===== src/rtl/core_control_fsm.sv =====
// rtl/core_control_fsm.sv - multi-cycle RV32I control unit with debug run/halt handling
module core_control_fsm #(
  parameter bit RESET_HALTED = 1'b0
) (
  input  logic       clk,
  input  logic       rst,
  input  logic [6:0] opcode,
  input  logic [2:0] f3,
  input  logic       mem_complete,
  input  logic       branch_taken,
  input  logic       halt_req,
  input  logic       resume_req,
  input  logic       abstract_req,
  output logic       halted,
  output logic       write_pc_ne,
  output logic       write_pc_ex,
  output logic       write_pc,
  output logic       write_ir,
  output logic       write_rd,
  output logic       write_csr,
  output logic       mem_read,
  output logic       mem_write,
  output logic       addr_sel,
  output logic [1:0] rd_sel,
  output logic [1:0] alu_insel1,
  output logic [1:0] alu_insel2,
  output logic       abstract_write,
  output logic       abstract_done
);

  localparam logic [6:0] OPC_OP     = 7'b0110011;
  localparam logic [6:0] OPC_OP_IMM = 7'b0010011;
  localparam logic [6:0] OPC_LUI    = 7'b0110111;
  localparam logic [6:0] OPC_AUIPC  = 7'b0010111;
  localparam logic [6:0] OPC_JAL    = 7'b1101111;
  localparam logic [6:0] OPC_JALR   = 7'b1100111;
  localparam logic [6:0] OPC_BRANCH = 7'b1100011;
  localparam logic [6:0] OPC_LOAD   = 7'b0000011;
  localparam logic [6:0] OPC_STORE  = 7'b0100011;
  localparam logic [6:0] OPC_FENCE  = 7'b0001111;
  localparam logic [6:0] OPC_SYSTEM = 7'b1110011;

  localparam logic [1:0] ALU1_RS = 2'b00;
  localparam logic [1:0] ALU1_PC = 2'b01;
  localparam logic [1:0] ALU1_ZR = 2'b10;
  localparam logic [1:0] ALU2_RS = 2'b00;
  localparam logic [1:0] ALU2_IM = 2'b01;
  localparam logic [1:0] ALU2_IS = 2'b10;
  localparam logic [1:0] RD_ALU  = 2'b00;
  localparam logic [1:0] RD_MEM  = 2'b01;
  localparam logic [1:0] RD_CSR  = 2'b10;

  typedef enum logic [2:0] {
    S_FETCH,
    S_EXEC,
    S_MEM,
    S_JUMP,
    S_HALTED,
    S_ABSTRACT,
    S_ACK
  } state_e;

  state_e state_q, state_d;
  logic   halted_q, halted_d;

  // State register plus the registered halted flag seen by the debug module
  always_ff @(posedge clk) begin
    if (rst) begin
      state_q  <= RESET_HALTED ? S_HALTED : S_FETCH;
      halted_q <= RESET_HALTED;
    end else begin
      state_q  <= state_d;
      halted_q <= halted_d;
    end
  end

  assign halted = halted_q;

  // Next-state and strobe decode; everything stays at its default while rst is high
  always_comb begin
    state_d        = state_q;
    write_pc_ne    = 1'b0;
    write_pc_ex    = 1'b0;
    write_ir       = 1'b0;
    write_rd       = 1'b0;
    write_csr      = 1'b0;
    mem_read       = 1'b0;
    mem_write      = 1'b0;
    addr_sel       = 1'b1;
    rd_sel         = RD_ALU;
    alu_insel1     = ALU1_RS;
    alu_insel2     = ALU2_RS;
    abstract_write = 1'b0;
    abstract_done  = 1'b0;

    if (!rst) begin
      case (state_q)
        S_FETCH: begin
          // halt is taken only before the access is issued
          if (halt_req) begin
            state_d = S_HALTED;
          end else begin
            mem_read = 1'b1;
            addr_sel = 1'b1;
            if (mem_complete) begin
              write_ir = 1'b1;
              state_d  = S_EXEC;
            end
          end
        end

        S_EXEC: begin
          state_d = S_FETCH;
          case (opcode)
            OPC_OP: begin
              write_rd    = 1'b1;
              write_pc_ne = 1'b1;
            end
            OPC_OP_IMM: begin
              // shifts take the shamt form of the immediate
              alu_insel2  = (f3 == 3'b001 || f3 == 3'b101) ? ALU2_IS : ALU2_IM;
              write_rd    = 1'b1;
              write_pc_ne = 1'b1;
            end
            OPC_LUI: begin
              alu_insel1  = ALU1_ZR;
              alu_insel2  = ALU2_IM;
              write_rd    = 1'b1;
              write_pc_ne = 1'b1;
            end
            OPC_AUIPC: begin
              alu_insel1  = ALU1_PC;
              alu_insel2  = ALU2_IM;
              write_rd    = 1'b1;
              write_pc_ne = 1'b1;
            end
            OPC_JAL: begin
              // rd receives the link value because write_rd and write_pc_ex coincide
              alu_insel1  = ALU1_PC;
              alu_insel2  = ALU2_IM;
              write_rd    = 1'b1;
              write_pc_ex = 1'b1;
            end
            OPC_JALR: begin
              alu_insel2  = ALU2_IM;
              write_rd    = 1'b1;
              write_pc_ex = 1'b1;
            end
            OPC_BRANCH: begin
              if (branch_taken) begin
                state_d = S_JUMP;
              end else begin
                write_pc_ne = 1'b1;
              end
            end
            OPC_LOAD, OPC_STORE: begin
              state_d = S_MEM;
            end
            OPC_FENCE: begin
              write_pc_ne = 1'b1;
            end
            OPC_SYSTEM: begin
              // f3=000 is the debug break; f3=100 is not a CSR op
              if (f3 == 3'b000 || f3 == 3'b100) begin
                state_d = S_HALTED;
              end else begin
                write_csr   = 1'b1;
                write_rd    = 1'b1;
                rd_sel      = RD_CSR;
                alu_insel1  = f3[2] ? ALU1_ZR : ALU1_RS;
                alu_insel2  = ALU2_IM;
                write_pc_ne = 1'b1;
              end
            end
            default: begin
              state_d = S_HALTED;
            end
          endcase
        end

        S_MEM: begin
          alu_insel1 = ALU1_RS;
          alu_insel2 = ALU2_IM;
          addr_sel   = 1'b0;
          if (opcode == OPC_LOAD) begin
            mem_read = 1'b1;
          end else begin
            mem_write = 1'b1;
          end
          if (mem_complete) begin
            write_pc_ne = 1'b1;
            if (opcode == OPC_LOAD) begin
              write_rd = 1'b1;
              rd_sel   = RD_MEM;
            end
            state_d = S_FETCH;
          end
        end

        S_JUMP: begin
          alu_insel1  = ALU1_PC;
          alu_insel2  = ALU2_IM;
          write_pc_ex = 1'b1;
          state_d     = S_FETCH;
        end

        S_HALTED: begin
          if (abstract_req) begin
            state_d = S_ABSTRACT;
          end else if (resume_req) begin
            state_d = S_FETCH;
          end
        end

        S_ABSTRACT: begin
          abstract_write = 1'b1;
          state_d        = S_ACK;
        end

        S_ACK: begin
          abstract_done = 1'b1;
          state_d       = S_HALTED;
        end

        default: begin
          state_d = S_HALTED;
        end
      endcase
    end

    halted_d = (state_d == S_HALTED) || (state_d == S_ABSTRACT);
    write_pc = write_pc_ne | write_pc_ex;
  end

endmodule


===== config.mk =====
export PLATFORM = sky130hd
export DESIGN_NAME = core_control_fsm
export DESIGN_NICKNAME = d
export VERILOG_FILES = /design/src/rtl/core_control_fsm.sv
export SDC_FILE = /design/constraint.sdc
export NUM_CORES = 1
export LEC_CHECK = 0
export ABC_CLOCK_PERIOD_IN_PS = 2200
export CORE_MARGIN = 1
export CORE_UTILIZATION = 38
export CTS_CLUSTER_DIAMETER = 100
export DETAILED_ROUTE_END_ITERATION = 8
export PLACE_DENSITY = 0.85
export SETUP_SLACK_MARGIN = 0.3
export SLEW_MARGIN = 20
export SYNTH_ARGS = -nofsm -noshare
export SYNTH_HDL_FRONTEND = slang
export SYNTH_SLANG_ARGS = --single-unit

===== constraint.sdc =====
create_clock -name clk -period 2.2 [get_ports clk]
set_clock_uncertainty 0.15 [all_clocks]
set_input_delay 0.33 -clock clk [delete_from_list [all_inputs] [get_ports clk]]
set_output_delay 0.33 -clock clk [all_outputs]
set_load 0.005 [all_outputs]

Yosys cells after proc, flatten, opt, wreduce, memory -nomap -nowiden
Index checks and enable logic that the tools add are counted.
Cells by class
  eq/ne operators: 22
  muxes and demuxes: 58
  bitwise operators: 1
  reduce and logical (&&, ||, !) cells: 13
Operators by type and width (number)
  two-way mux 1 bit: 29
  equality test 7 bit (second input constant): 4
  equality test 3 bit (second input constant): 7
  equality test 7 x 6 -> 1 bit (second input constant): 3
  two-way mux 3 bit: 7
  two-way mux 2 bit: 9
  one-hot mux 3 bit (6 select lines): 1
  equality test 7 x 5 -> 1 bit (second input constant): 2
  one-hot mux 2 bit (2 select lines): 3
  one-hot mux 2 bit (3 select lines): 2
  one-hot mux 3 bit (4 select lines): 1
  one-hot mux 1 bit (2 select lines): 5
  OR reduction 2 bit: 4
  equality test 7 x 2 -> 1 bit (second input constant): 1
  equality test 7 x 4 -> 1 bit (second input constant): 1
  OR reduction 7 bit: 1
  equality test 3 x 1 -> 1 bit (second input constant): 2
  equality test 3 x 2 -> 1 bit (second input constant): 2
  logical NOT 3 bit: 2
  OR reduction 6 bit: 1
  OR reduction 5 bit: 1
  OR reduction 4 bit: 1
  logical OR 1 bit: 3
  one-hot mux 1 bit (3 select lines): 1
  OR 1 bit: 1
Word-level totals
  bits in registers: 4
  logic and storage cells: 96
  input port bits: 17
  output and inout bits: 18

Logic depth before layout (Yosys ltp)
Gate-level depths: netlist of run 1.
  word-level depth: 8
  mapped depth: 6
  gate-level depth less buffers: 4

Least setup slack after synthesis of run 1
OpenSTA, ideal clock, no wires.
  path kind: reg-to-output
  start point: register state_q[0]
  end point: output port write_pc
  arrival: 1.548 ns
  path slack: 0.172 ns
  cell stages (with the launch flop): 7
  data required time: 1.720 ns
  buffers on the path: 2
  cells stage by stage: dfxtp_1 -> buf_4 -> or4b_1 -> buf_2 -> or3_1 -> o22ai_2 -> a311o_2
Between the ends
  longest elaborated chain between the ends: 4
  elaborated cells on any way between the ends: 8
  classes of those cells: eq/ne (3); mux (4); bitwise (1)
Ends and longest elaborated chain
  start: declaration: RTL line 63  | state_e state_q, state_d;
  start signal: assignment: RTL line 69  | state_q <= RESET_HALTED ? S_HALTED : S_FETCH;
  start signal: assignment: RTL line 72  | state_q <= state_d;
  equality test 3 x 2 -> 1 bit or equality test 3 x 1 -> 1 bit (tied branches): RTL line 97  | case (state_q)
  one-hot mux 1 bit (2 select lines): RTL line 97
  two-way mux 1 bit: RTL line 96  | if (!rst) begin
  OR 1 bit *: RTL line 232  | write_pc = write_pc_ne | write_pc_ex;
  end: declaration: RTL line 17  | output logic write_pc,
Mark *: on every way between the ends. The rest lies on a longest branch, timed or not.

Worst setup path in the final report of run 1
  start point: register state_q[2]
  end point: output port write_rd
Between the ends
  longest elaborated chain between the ends: 3
  elaborated cells on any way between the ends: 4
  classes of those cells: eq/ne (2); mux (2)
Ends and longest elaborated chain
  equality test 3 x 2 -> 1 bit or equality test 3 x 1 -> 1 bit (tied branches): RTL line 97
  one-hot mux 1 bit (2 select lines) *: RTL line 97
  two-way mux 1 bit *: RTL line 96
  end: declaration: RTL line 19  | output logic write_rd,
Marked as above.

==> results of run 1 <==
## cells in the mapped netlist (all sizes together), types with 3 or more instances
cell | count | area (um2)
dfxtp | 4 | 80.1
o41ai | 3 | 26.3
nand2 | 9 | 33.8
nand2b | 7 | 43.8
nor2 | 15 | 56.3
nor3 | 6 | 30.0
buf | 5 | 26.3
inv | 4 | 15.0
o21ai | 3 | 15.0
## flip-flops by register name (all words and copies together) (netlist names)
| name | cells |
|---|---|
| state_q | 3 |
| halted | 1 |
## how the worst max path moves through the flow
stage / from / end / slack (ns) / cells past startpoint
after floorplan: state_q[0] / write_pc / 0.17 / 6
after global placement: opcode[6] / alu_insel2[0] / -0.59 / 6
after detailed placement: opcode[6] / alu_insel2[0] / -0.70 / 6
after CTS: state_q[2] / write_pc / -0.16 / 6
after global routing: state_q[2] / write_pc / -0.21 / 6
final: state_q[2] / write_rd / -0.18 / 6
## metrics by stage
stage                     instances  TNS [ns]
after floorplan                  96         0
after global placement          171     -6.33
after detailed placement        171     -7.25
after CTS                       182    -0.342
after global routing            188    -0.760
final                           188    -0.562
## metal layers
layer,share of wire,track usage
met1,0.34,0.412
met4,0.093,0.175
met5,0,0
met3,0.13,0.0250
met2,0.44,0.585
## timing repair
| item | 4_1_cts | 5_1_grt |
|---|---|---|
| setup buffers | 8 | 6 |
| pin swaps | 17 | 11 |
| hold buffers | 0 | 0 |
| endpoints found under the setup margin | 19 | 14 |
| resized for setup | 115 | 25 |
## power by group
part           internal, uW  switching, uW
clock network          60.8           26.8
registers              81.0           4.77
logic                   113            121
total                   255            153
## worst max-delay path, stage by stage, from the launching register on
cell and delay [ns]:
dfxtp_1 0.31, or4b_4 0.55, buf_4 0.16, buf_8 0.13, buf_4 0.14, a22oi_1 0.22
buf_2 0.16
## cell families after synthesis
group / share of synthesized area
DFF: 0.123
buffers and inverters: 0.0692
AOI/OAI and AO/OA: 0.319
and+or+nand+nor: 0.488
## area by class of cell
class	count	area, um2	share of cell area
clock buffer	3	22.5	0.0150
inverter	4	15.0	0.00997
multi-input combinational	82	729	0.484
sequential	4	82.6	0.0548
tap	16	20.0	0.0133
timing repair buffer	79	637	0.423
==> summary.txt, run 1 <==
Detailed routing
  • DRC: 4
  • Via density: 7.03
  • Routed wire length: 4.31 mm
  • Initial DRC Count: 89
  • Vias: 1322
  • WL/cell: 22.9 um
  • DR pass1 iterations: 7
  • Final antenna-violating net count: 0

Placement
  • Hpwl dp: roughly 2.2 mm
  • Post-placement cell area: 1220 um2
  • I/O Buffers: 34
  • Final GP Congestion: 0.993
  • Setup WS pre-CTS: -0.703 ns

Synth
  • Synth Instances: 96
  • Post-synth EDFFs: 0
  • Post-synthesis cell type count: 44
  • Predominant post-synthesis flop cell: dfxtp_1
  • Post-synthesis sequential area ratio: 0.123
  • FF+latch count, synth: 4
  • Syn avg cell area: ~6.8 um2
  • Warnings, synthesis: 0
  • FFs w/ async S/R, synth: 0
  • Netlist Area Pre-Place: 651 um2
  • Net count after synthesis: 113

Clock tree
  • Longest Clk Path Bufs: 2
  • Clock transition at path regs: around 0.04 ns
  • CTS tree: yes
  • CTS Buf Count: 3
  • Clock root buffer: clkbuf_4
  • Clock Latency Late Sink: 0.23 ns
  • TritonCTS sink count: 4
  • H-tree depth: 1

Critical path
  • WS Path Type: reg2out
  • Critical path fanouts, max: 8
  • Element type at the critical path start: flop
  • Worst EP required: approximately 1.7 ns
  • Worst path arrival time: 1.90 ns
  • Reg-to-Reg Start: state_q[2]
  • Crit. End Element: output port
  • R2R depth: 6
  • R2R Setup Slk: roughly 0.28 ns
  • Critical R2R Capture: halted

Global route
  • Gr usage total: 0.336
  • Gr ovfl total: 0
  • Vias in the first global route: 1089
  • Initial antenna violation count: 0
  • First-pass GRT wire length: 4.75 mm
  • Largest net degree at the start of global routing: 14

STA
  • Minimum clock period: 2.38 ns
  • Hold Fails Final Rpt: 0
  • Fmax: 0.420 GHz
  • Setup ws final: -0.183 ns
  • Final Cycle Share: 1.08
  • Final setup fails: 5
  • Rel. slew slack: 0.650
  • Max-slew violation count: 0
  • Hold_ws: 0.430 ns
  • Slew of the pin with the lowest slew margin: 0.520 ns
  • RSZ-0062 raised after global routing: yes

Floorplan
  • Initial core utilization: 0.417
  • I/O pin total: 35
  • Die area: 1880 um2
  • Width of the die: 43.4 um
  • Site Rows: 14
  • Core area: 1560 um2
  • Die Y: 43.4 um

Outcome
  • Failing checks: DRC, setup timing
  • Outcome: complete, but fails checks

Layout
  • Layout cells sized above 1: 0.634
  • Fillers: 27
  • Most frequent cells in the layout: 39 x buf_4, 15 x buf_2, 10 x nor2_1
  • Area growth from synthesis to layout: 132%
  • Layout Nets: ~190
  • ANT cells: 0
  • Most common cell after layout, fill and taps aside: buf_4
  • Fin area: 1510 um2
  • Utilization after layout: 0.966

Job
  • Max-cap viol count: 0

Hold path
  • Min-delay worst type: in2reg
  • WHS Path Cells: 4
  • Hold_sp: opcode[2]
  • Worst Hold End: state_q[1]

Power
  • Worst VDD drop: roughly 0.35 mV
  • Overall Power: 407 uW
  • Lkg Pwr: 0.000678 uW
  • Power Dens Cells: 270 nW/um2
No activity file was read; power rests on OpenSTA's default activity.
==> inputs of run 2 (changes only) <==
- ABC_CLOCK_PERIOD_IN_PS: 2200 -> 3000
- CORE_UTILIZATION: 38 -> 41
- PLACE_DENSITY: 0.85 -> 0.91
- clock period: 2.2 -> 3 ns (I/O delays scaled with it)
==> run 2 against run 1 <==
Net effect:
- the flow now finishes without violations
- via count shrank 15%
- critical endpoint is now write_ir
- sequential power is 26% lower
- setup slack gained 0.43 ns
- core utilization down 7.9 points
- largest power group unchanged
- cell area is 12% lower
- critical path depth fell by 2
- register-to-register slack improved by 0.84 ns
- worst hold slack improved by 0.14 ns
- clock-buffer cell count unchanged
- flip-flop and latch count is the same
- final cell count down 6.9%
- sequential share of layout area increased by 0.67 points
==> summary.txt, run 2 (synthesis results as in run 1) <==
Outcome
  • Outcome: finished, final reports clean (was complete, but fails checks)

Floorplan
  • Site Rows: 14 (unchanged)
  • Die area: 1750 um2 (was 1880 um2)
  • I/O pin total: 35 (unchanged)
  • Width of the die: 41.8 um (was 43.4 um)
  • Initial core utilization: 0.437 (was 0.417)
  • Core area: 1490 um2 (was 1560 um2)
  • Die Y: 41.8 um (was 43.4 um)

Layout
  • Most common cell after layout, fill and taps aside: buf_4 (unchanged)
  • Most flops, register: state_q (unchanged)
  • Max reg flops: 3 (unchanged)
  • Most frequent cells in the layout: 30 x buf_4, 14 x nor2_1, 14 x clkdlybuf4s50_1 (was 39 x buf_4, 15 x buf_2, 10 x nor2_1)
  • Layout cells sized above 1: 0.352 (was 0.634)
  • ANT cells: 0 (unchanged)
  • Fin area: 1320 um2 (was 1510 um2)
  • Layout Nets: 178 (was 191)
  • Area growth from synthesis to layout: 103% (was 132%)

Clock tree
  • Longest Clk Path Bufs: 2 (unchanged)
  • CTS tree: yes (unchanged)
  • TritonCTS sink count: 4 (unchanged)
  • H-tree depth: 1 (unchanged)
  • Clock root buffer: clkbuf_4 (unchanged)
  • Clock transition at path regs: 0.03 ns (was 0.04 ns)
  • Clock Latency Late Sink: 0.23 ns (about the same)
  • CTS Buf Count: 3 (unchanged)

Global route
  • Met2 Usage GRT: 0.619 (was 0.585)
  • First-pass GRT wire length: 5.09 mm (was 4.75 mm)
  • Gr ovfl total: 0 (unchanged)
  • Initial antenna violation count: 0 (unchanged)
  • Gr usage total: 0.382 (was 0.336)
  • Busiest grt layer: met2 (unchanged)
  • Largest net degree at the start of global routing: 14 (unchanged)
  • Vias in the first global route: 1107 (was 1089)
  • M1 GR Usage: 0.465 (was 0.412)
  • Met3 Use GR: 0.0522 (was 0.0250)

Placement
  • Hpwl dp: 1.98 mm (was 2.20 mm)
  • Setup WS pre-CTS: -0.0953 ns (was -0.703 ns)
  • I/O Buffers: 34 (unchanged)
  • Post-placement cell area: 1150 um2 (was 1220 um2)
  • Final GP Congestion: 0.917 (was 0.993)

Power
  • Worst VDD drop: 0.253 mV (was 0.349 mV)
  • Power Dens Cells: 199 nW/um2 (was 270 nW/um2)
  • Lkg Pwr: 0.000649 uW (was 0.000678 uW)

STA
  • Final setup fails: 0 (was 5)
  • Slew of the pin with the lowest slew margin: 0.412 ns (was 0.520 ns)
  • Max-slew violation count: 0 (unchanged)
  • Rel. slew slack: 0.721 (was 0.650)
  • RSZ-0062 raised after global routing: no (was yes)
  • Setup ws final: 0.248 ns (was -0.183 ns)
  • Fmax: 0.363 GHz
  • Hold Fails Final Rpt: 0 (unchanged)
  • Minimum clock period: ~2.8 ns
  • Final Cycle Share: 0.917

Detailed routing
  • Initial DRC Count: 77 (was 89)
  • DR pass1 iterations: 4 (was 7)
  • DRC: 0 (was 4)
  • Vias: 1126 (was 1322)
  • Via density: 6.43 (was 7.03)
  • Routed wire length: 3.33 mm (was 4.31 mm)
  • WL/cell: 19.0 um (was 22.9 um)
  • Final antenna-violating net count: 0 (unchanged)

Critical path
  • WS Path Type: in2out (was reg2out)
  • Critical R2R Capture: halted (unchanged)
  • Worst path arrival time: 2.15 ns (was 1.90 ns)
  • Element type at the critical path start: primary input (was flop)
  • Reg-to-Reg Start: state_q[1] (was state_q[2])
  • R2R Setup Slk: 1.12 ns (was 0.28 ns)
  • Critical path fanouts, max: 4 (was 8)
  • Critical Path Source: mem_complete (was state_q[2])
  • Worst EP required: 2.40 ns (was 1.72 ns)
  • R2R depth: 4 (was 6)
  • Crit. End Element: output port (unchanged)

Job
  • Max-cap viol count: 0 (unchanged)

Hold path
  • WHS Path Cells: 3 (was 4)
  • Hold_sp: rst (was opcode[2])
  • Worst Hold End: state_q[0] (was state_q[1])
  • Min-delay worst type: in2reg (unchanged)
run 2: changes by cell type in the layout (fill, tap and decap cells not counted), sizes merged:
cell           delta
clkdlybuf4s50     +7
dlygate4sd2       +6
buf              -31
clkbuf            -1
dlymetal6s2s      +6
run 2: worst max path at each step:
stage	end	slack, ns	cells after the start
floorplan	alu_insel2[0]	0.76	5
global placement	write_pc_ne	-0.05	6
detailed placement	write_pc_ne	-0.1	6
CTS	write_pc_ne	0.18	7
global route	write_ir	0.23	4
finish	write_ir	0.25	4
run 2: layer usage:
layer,part of all wire,vias to the layer above,wire length [um]
li1,-,492,-
met1,0.37,520,1230
met2,0.49,93,1630
met3,0.094,21,314
met4,0.047,0,155
met5,0,-,0
run 2: worst max-delay path: stages:
cell	delay [ns]
clkdlybuf4s50_1	0.56
nand2b_1	0.13
nor4b_1	0.43
clkdlybuf4s50_1	0.59
run 2: layout make-up:
type	count	area, um2
multi-input combinational	82	603
timing repair buffer	66	579
fill	78	168
sequential	4	81.3
clock buffer	3	22.5
tap	16	20.0
inverter	4	15.0
run 2: per-stage QoR:
step / utilization / std cells / hold slack [ns] / total power, uW / setup TNS (ns)
final: 0.887 / 175 / 0.572 / 263 / 0
after floorplan: - / 96 / 0.369 / 114 / 0
after global placement: 0.775 / 163 / 0.535 / 176 / -0.130
after detailed placement: 0.775 / 163 / 0.555 / 181 / -0.285
after global routing: 0.887 / 175 / 0.567 / 282 / 0
after CTS: 0.865 / 174 / 0.546 / 258 / 0
run 2: report_power, final:
part / total [uW] / leakage (uW) / internal (uW) / switching [uW]
registers: 63.1 / 0.0000335 / 59.2 / 3.91
logic: 136 / 0.000601 / 68.8 / 66.9
clock network: 64.4 / 0.0000138 / 44.6 / 19.8
run 2: timing repair:
action	in CTS	in global routing
buffers inserted	8	1
gates resized for setup	32	10
pin swaps	8	8
hold buffers	0	0
setup endpoints to repair	13	10
==> inputs of run 3 (changes only) <==
- CTS_CLUSTER_DIAMETER: 100 -> 50
==> results of run 3 <==
Same layout as run 2: the final DEF is identical, and so are final timing and power.
